$ cat src/rtl/fencing_action_fsm.sv
// Per-player fencing action/scoring FSM.
// Tracks this player's action (idle/block/lunge) from IR gestures, evaluates a
// sword-tip hit against the opponent's body box once per syncer frame, and
// publishes packed player/opponent records with a one-cycle valid strobe.
//
// Handshake: ir_in_valid and syncer_in_valid are single-cycle strobes with no
// back-pressure; data_out_valid is a single-cycle strobe raised exactly two
// cycles after an accepted syncer_in_valid. All outputs hold their value
// between strobes, except player_scored_out which drops the cycle after.
module fencing_action_fsm #(
  parameter int LUNGE_FRAMES = 30,
  parameter int SCORE_MAX    = 7
) (
  input  logic        clk_pixel_in,
  input  logic        rst_in,
  input  logic        block_in,
  input  logic        lunge_in,
  input  logic        ir_in_valid,
  input  logic [62:0] player_location_in,
  input  logic [88:0] opponent_data_in,
  input  logic        opponent_scored_in,
  input  logic        syncer_in_valid,
  output logic [88:0] player_data_out,
  output logic        player_scored_out,
  output logic [88:0] opponent_data_out,
  output logic        data_out_valid
);

  localparam int            CW   = $clog2(LUNGE_FRAMES + 1);
  localparam logic [CW-1:0] LF   = CW'(LUNGE_FRAMES);
  localparam logic [2:0]    SMAX = 3'(SCORE_MAX);

  typedef enum logic [1:0] {
    ACT_IDLE  = 2'b00,
    ACT_BLOCK = 2'b01,
    ACT_LUNGE = 2'b10
  } act_e;

  typedef enum logic [1:0] {
    S_WAIT = 2'b00,
    S_EVAL = 2'b01,
    S_EMIT = 2'b10
  } state_e;

  state_e        state_q;
  act_e          action_q, action_d;
  act_e          eval_act_q;        // action as it was when the frame arrived
  logic [CW-1:0] cnt_q, cnt_d;
  logic          latch_q, latch_d;  // one hit per lunge
  logic [2:0]    score_q, score_d;
  logic [10:0]   anchor_x_q, anchor_x_d;
  logic [9:0]    anchor_y_q, anchor_y_d;
  logic [62:0]   loc_q;
  logic [88:0]   opp_q;
  logic          opp_sc_q;

  // Captured geometry: own tip and opponent's body box corners.
  logic [10:0] tip_x, oax, obx, x_lo, x_hi;
  logic [9:0]  tip_y, oay, oby, y_lo, y_hi;
  logic [1:0]  opp_act;
  logic        in_box, hit;
  act_e        ir_act;

  assign tip_x   = loc_q[62:52];
  assign tip_y   = loc_q[51:42];
  assign oax     = opp_q[64:54];
  assign oay     = opp_q[53:44];
  assign obx     = opp_q[43:33];
  assign oby     = opp_q[32:23];
  assign opp_act = opp_q[22:21];
  assign x_lo    = (oax < obx) ? oax : obx;
  assign x_hi    = (oax < obx) ? obx : oax;
  assign y_lo    = (oay < oby) ? oay : oby;
  assign y_hi    = (oay < oby) ? oby : oay;
  assign in_box  = (tip_x >= x_lo) && (tip_x <= x_hi) && (tip_y >= y_lo) && (tip_y <= y_hi);
  assign ir_act  = block_in ? ACT_BLOCK : (lunge_in ? ACT_LUNGE : ACT_IDLE);

  // Next action/score/lunge bookkeeping: frame evaluation first, IR update last.
  always_comb begin
    hit        = 1'b0;
    action_d   = action_q;
    cnt_d      = cnt_q;
    latch_d    = latch_q;
    score_d    = score_q;
    anchor_x_d = anchor_x_q;
    anchor_y_d = anchor_y_q;
    if (state_q == S_EVAL) begin
      hit = (eval_act_q == ACT_LUNGE) && !latch_q && (opp_act != ACT_BLOCK) &&
            !opp_sc_q && in_box;
      if (hit) begin
        score_d = (score_q == SMAX) ? score_q : score_q + 3'd1;
        latch_d = 1'b1;
      end
      if (eval_act_q == ACT_LUNGE) begin
        cnt_d = cnt_q + CW'(1);
        if (cnt_d == LF) action_d = ACT_IDLE;
      end
      // Simultaneous hits go to the opponent.
      if (opp_sc_q) action_d = ACT_IDLE;
    end
    if (ir_in_valid) begin
      if ((ir_act == ACT_LUNGE) && (action_q != ACT_LUNGE)) begin
        cnt_d      = '0;
        latch_d    = 1'b0;
        anchor_x_d = tip_x;
        anchor_y_d = tip_y;
      end
      action_d = ir_act;
    end
  end

  // Frame FSM with registered outputs; reset cancels any in-flight frame.
  always_ff @(posedge clk_pixel_in) begin
    if (!rst_in) begin
      state_q           <= S_WAIT;
      action_q          <= ACT_IDLE;
      eval_act_q        <= ACT_IDLE;
      cnt_q             <= '0;
      latch_q           <= 1'b0;
      score_q           <= '0;
      anchor_x_q        <= '0;
      anchor_y_q        <= '0;
      loc_q             <= '0;
      opp_q             <= '0;
      opp_sc_q          <= 1'b0;
      player_data_out   <= '0;
      player_scored_out <= 1'b0;
      opponent_data_out <= '0;
      data_out_valid    <= 1'b0;
    end else begin
      action_q   <= action_d;
      cnt_q      <= cnt_d;
      latch_q    <= latch_d;
      score_q    <= score_d;
      anchor_x_q <= anchor_x_d;
      anchor_y_q <= anchor_y_d;
      case (state_q)
        S_WAIT: begin
          loc_q          <= player_location_in;
          opp_q          <= opponent_data_in;
          opp_sc_q       <= opponent_scored_in;
          data_out_valid <= 1'b0;
          if (syncer_in_valid) begin
            eval_act_q <= action_q;
            state_q    <= S_EVAL;
          end
        end
        S_EVAL: begin
          player_data_out   <= {score_d, loc_q, action_d, anchor_x_d, anchor_y_d};
          opponent_data_out <= opp_q;
          player_scored_out <= hit;
          data_out_valid    <= 1'b1;
          state_q           <= S_EMIT;
        end
        S_EMIT: begin
          data_out_valid    <= 1'b0;
          player_scored_out <= 1'b0;
          state_q           <= S_WAIT;
        end
        default: state_q <= S_WAIT;
      endcase
    end
  end

endmodule

$ cat config.mk
export PLATFORM = sky130hd
export DESIGN_NAME = fencing_action_fsm
export DESIGN_NICKNAME = d
export VERILOG_FILES = /design/src/rtl/fencing_action_fsm.sv
export SDC_FILE = /design/constraint.sdc
export NUM_CORES = 1
export LEC_CHECK = 0
export CORE_MARGIN = 4
export CORE_UTILIZATION = 49
export CTS_CLUSTER_SIZE = 20
export DETAILED_ROUTE_END_ITERATION = 10
export HOLD_SLACK_MARGIN = 0.15
export PLACE_DENSITY = 0.76
export REMOVE_ABC_BUFFERS = 1
export SYNTH_ARGS = -nofsm -noshare
export SYNTH_HDL_FRONTEND = slang
export SYNTH_SLANG_ARGS = --single-unit
export TNS_END_PERCENT = 100
$ cat constraint.sdc
create_clock -name clk_pixel_in -period 10.3 [get_ports clk_pixel_in]
set_input_delay 2.06 -clock clk_pixel_in [delete_from_list [all_inputs] [get_ports clk_pixel_in]]
set_output_delay 2.06 -clock clk_pixel_in [all_outputs]
set_load 0.005 [all_outputs]
# --- After elaboration in Yosys (flattened, before gate mapping) ---
# Cells that the tools add are included.
word_totals:
  reg_bits: 369
  inputBits: 159
  out_inout_bits: 180
  elab_cells: 77
classes:
  n_addsub: 2
  n_lt_le_gt_ge: 6
  eq_ne: 9
  muxes: 30
  reduce_logical: 15
ops:
  columns: ["operator", "count"]
  rows:
  - ["11-bit two-way mux", 4]
  - ["10-bit two-way mux", 4]
  - ["5-bit two-way mux", 4]
  - ["2-bit two-way mux", 8]
  - ["11-bit greater-or-equal comparator", 1]
  - ["11-bit <= comparator", 1]
  - ["11-bit less-than comparator", 1]
  - ["10-bit greater-or-equal comparator", 1]
  - ["10-bit <= comparator", 1]
  - ["10-bit less-than comparator", 1]
  - ["3-bit two-way mux", 3]
  - ["1-bit logical AND", 8]
  - ["2-bit equality test (second input constant)", 3]
  - ["5-bit by 1-bit adder with 5-bit output (second input constant)", 1]
  - ["5-bit equality test (second input constant)", 1]
  - ["1-bit two-way mux", 4]
  - ["2-bit inequality test (second input constant)", 2]
  - ["1-bit case mux with 2 select lines", 2]
  - ["2-bit case mux with 2 select lines", 1]
  - ["2-bit nonzero test", 2]
  - ["3-bit by 1-bit adder with 3-bit output (second input constant)", 1]
  - ["3-bit equality test (second input constant)", 1]
  - ["2-bit by 1-bit equality test with 1-bit output (second input constant)", 1]
  - ["1-bit logical NOT", 2]
  - ["4 further kinds", 4]

# --- Longest topological paths before layout ---
depth:
  depth_word: 11
  mapped_depth: 18
  ltp_nobuf: 17

# --- Worst setup path before layout ---
# No wires, ideal clock.
synth_timing:
  path_kind: "register to register"
  startpoint: "reg opp_q[28]"
  endpoint: "reg player_data_out[87]"
  setup_time_ps: 124
  arrival_time_ps: 3554
  t_required_ps: 10176
  setup_slack_ps: 6623
  stages_incl_launch_ff: 17
  synth_period_minus_slack_ps: 3677
  cell_sequence: "dfxtp_1 > inv_1 > ha_1 > a21o_1 > a2111oi_0 > o21ai_1 > a31oi_1 > buf_4 > mux2i_1 > ha_1 > a21oi_2 > o21ai_2 > a2111oi_4 > o221ai_2 > nor4b_4 > and3b_1 > nor3_2"
synth_between:
  elab_chain_cells: 8
  word_cells_on_any_way: 10
  cone_classes: "order compare (3); mux (4); reduce/logical (3)"
synth_lines:
  columns: ["element", "line_no", "text"]
  rows:
  - ["start: declaration", "54", "logic [88:0] opp_q;"]
  - ["start signal: assignment", "140", "opp_q <= opponent_data_in;"]
  - ["10-bit less-than comparator", "73, 74", null]
  - ["10-bit two-way mux", "73", "assign y_lo = (oay < oby) ? oay : oby;"]
  - ["10-bit greater-or-equal comparator", "75", "assign in_box = (tip_x >= x_lo) && (tip_x <= x_hi) && (tip_y >= y_lo) && (tip_y <= y_hi);"]
  - ["1-bit logical AND", "75", null]
  - ["1-bit logical AND *", "75", null]
  - ["1-bit logical AND *", "89", "!opp_sc_q && in_box;"]
  - ["3-bit two-way mux *", "90", "if (hit) begin"]
  - ["3-bit two-way mux *", "87", "if (state_q == S_EVAL) begin"]
  - ["end signal: assignment", "149", "player_data_out <= {score_d, loc_q, action_d, anchor_x_d, anchor_y_d};"]
  - ["end: declaration", "23", "output logic [88:0] player_data_out,"]
# Mark *: on every way between the ends. The rest lies on a longest branch, timed or not.
# A chain may end at the register's enable or synchronous reset.

# --- Worst setup path in the final report ---
layout_timing:
  startpoint: "in rst_in"
  endpoint: "reg opponent_data_out[86]"
layout_lines:
  columns: ["element", "line_no", "text"]
  rows:
  - ["start: declaration", "15", "input logic rst_in,"]
  - ["end signal: assignment", "150", "opponent_data_out <= opp_q;"]
  - ["end: declaration", "25", "output logic [88:0] opponent_data_out,"]
# No word-level cell between the ends.

==> results_dict.tcl <==
set metrics [dict create \
    critPathKind "in2reg" \
    hold_viol 0 \
    timing.fmax_ghz 0.233 \
    yosysSeqAreaShare_pct 49.5 \
    setup_viol 0 \
    dieArea_um2 33300 \
    drt_iter0_markers 519 \
    wire_per_inst_um 16.5 \
    synthFlopType "dfxtp_1" \
    die_h_um 183 \
    cts.htree.levels 2 \
    dp.final_hpwl_um 25000 \
    p_seq_share_pct 41.1 \
    avgSynthCellArea_um2 10.2 \
    cts_buffer_depth 3 \
    areaGrowthSynthToFinish_pct 32.9 \
    synthCells 1457 \
    p_int_mw 2.93 \
    rsz0062_at_grt "false" \
    clk_pin_slew_ps 60 \
    switching_share_pct 28.2 \
    grt_pass1_wl_um 57500 \
    dr.pass1.iters 4 \
    grt_overflow_total 0 \
    synthesis.area_um2 14900 \
    layout_commonest_cell "dfxtp_1" \
    power_frac_comb_pct 24.9 \
    layout_common_cells "dfxtp_1, mux2i_1, nor2_1" \
    wl_um 35900 \
    end_kind "flip-flop" \
    vias 11100 \
    dieWidth_um 183 \
    cts_made_buffers 39 \
    postCtsSetupBuffers 0 \
    finalCritPeriodShare_pct 41.6 \
    cts_resized 0 \
    clock_latency_ps 520 \
    fin_skew_ps 12.1 \
    grt_max_degree 172 \
    synth.distinct_cells 52 \
    grt_usage_pct 20.7 \
    hp-class "reg2reg" \
    ios 339 \
    holdWs_ps 456 \
    drv_cap 0 \
    arrival_ps 4640 \
    start_util_pct 50.0 \
    pwr_density_cell_nw_per_um2 206 \
    cts.sinks 369 \
    required_ps 10650 \
    root_buffer "clkbuf_16" \
    final.setup.tns_ps 0 \
    cts_tree "yes" \
    port_buffers 338 \
    synth_edf_count 0 \
    core_um2 29900 \
    rows 63 \
    grt_pass1_vias 11100 \
    drive_above_1_share_pct 4.88 \
    routed_via_density 5.09 \
    cts_hold_buf 0 \
    slew_headroom_pct 24.9 \
    nNetsFinal 1986 \
    ant_nets 0 \
    drc 0 \
    n_fill_cell 2381 \
    worstMarginPinSlew_ps 1130 \
    antenna_found_initial 3 \
    async_flop_share_pct 0 \
    ys_seq_elements 369 \
    path_max_fanout 171 \
    yosys_warnings 0 \
    startpoint_type "input pin" \
    clockPowerShare_pct 34.0 \
    leakagePower_nw 8.43 \
    switching_power_mw 1.15 \
    fin_crit_ps 4280 \
    slew_violations 0 \
    status "completed" \
    vdd_drop_max_uv 150 \
    place_congestion 0.749 \
]
==> registers in the layout (all words and copies together) (netlist names) <==
signal	flops
action_q	2
anchor_x_q	11
anchor_y_q	10
cnt_q	5
data_out_valid	1
eval_act_q	2
latch_q	1
loc_q	63
opp_q	89
opp_sc_q	1
opponent_data_out	89
player_data_out	89
player_scored_out	1
score_q	3
state_q	2
==> Yosys cell counts (2+ instances only) <==
master    number  area share [%]
dfxtp_1      369              49
mux2i_1      367              25
nor2_1       366             9.2
ha_1          70             5.9
clkbuf_1      50             1.3
inv_1         29            0.73
a211oi_1      26             1.3
buf_2         25            0.84
a21oi_1       23            0.77
nand2_1       16            0.40
buf_1         12            0.30
nand4_1       11            0.46
nand2b_1      10            0.42
nand3_1        8            0.27
o21ai_0        8            0.27
a21o_1         6            0.30
nor3_1         5            0.17
o21ai_1        5            0.17
mux2_1         4            0.30
nor2b_1        4            0.17
xor2_1         4            0.23
a211oi_2       2            0.17
a21oi_2        2            0.12
a31oi_1        2           0.084
buf_4          2            0.10
nand3b_1       2            0.10
nor3_2         2            0.13
o21a_1         2            0.10
o22ai_1        2           0.084
==> routing by layer <==
metal | GRT usage, % | wire (um) | vias to the layer above
met3 | 7.71 | 3180 | 58
met4 | 5.73 | 862 | 4
met5 | 0 | 22 | -
met2 | 33.8 | 16400 | 275
li1 | - | - | 5554
met1 | 25.9 | 15500 | 5166
==> power groups by stage <==
| stage | logic (mW) | registers, mW | clock network (mW) |
|---|---|---|---|
| floorplan | 0.854 | 1.68 | 0 |
| global placement | 0.999 | 1.70 | 0 |
| detailed placement | 1.02 | 1.71 | 0 |
| CTS | 1.03 | 1.68 | 1.42 |
| global route | 1.12 | 1.70 | 1.48 |
| finish | 1.02 | 1.68 | 1.39 |
==> worst max-delay path, stage by stage <==
cell             delay (ps)
clkdlybuf4s50_1         600
inv_8                   720
buf_4                   990
nor2_1                  130
==> cell families (layout without fill, tap and decap cells) <==
| group | Yosys count | count (layout) | share of synthesized area, % |
|---|---|---|---|
| xor+xnor | 5 | 5 | 0.293 |
| fa+ha+maj | 70 | 70 | 5.87 |
| compound gates | 90 | 90 | 4.25 |
| other cells | 0 | 1 | 0 |
| simple gates | 433 | 433 | 11.9 |
| buf+inv | 119 | 444 | 3.25 |
| mux | 371 | 371 | 24.9 |
| flops | 369 | 369 | 49.5 |
==> metrics by stage <==
step	cell area, um2	instances	util, %	worst slack, ps	total power [mW]
finish	19800	2173	66.4	6020	4.08
global route	19800	2173	66.4	5770	4.30
CTS	19800	2172	66.4	6060	4.12
detailed placement	18600	2106	62.1	5520	2.73
global placement	18600	2106	62.1	5600	2.70
floorplan	14600	1368	-	2600	2.54
==> area by class of cell <==
| type | count | area (um2) | area share [%] |
|---|---|---|---|
| Clock buffer | 52 | 1120 | 5.62 |
| Clock inverter | 14 | 166 | 0.839 |
| Inverter | 30 | 120 | 0.605 |
| Sequential cell | 369 | 7390 | 37.2 |
| Tap cell | 390 | 488 | 2.46 |
| Antenna cell | 1 | 2.50 | 0.0126 |
| Multi-Input combinational cell | 969 | 7090 | 35.7 |
| Timing Repair Buffer | 348 | 3470 | 17.5 |
==> final timing paths <==
path / slack (ps) / cells after the start / startpoint / to
worst max register to register: 6200 / 16 / opp_q[28]$_SDFFE_PN0N_ / player_data_out[87]$_SDFFE_PN0N_
worst max-delay path: 6020 / 4 / rst_in / opponent_data_out[86]$_SDFFE_PN0N_
worst min-delay path: 460 / 2 / eval_act_q[0]$_SDFFE_PN0P_ / eval_act_q[0]$_SDFFE_PN0P_
worst min register to register: 460 / 2 / eval_act_q[0]$_SDFFE_PN0P_ / eval_act_q[0]$_SDFFE_PN0P_
(Power assumes the default switching activity.)
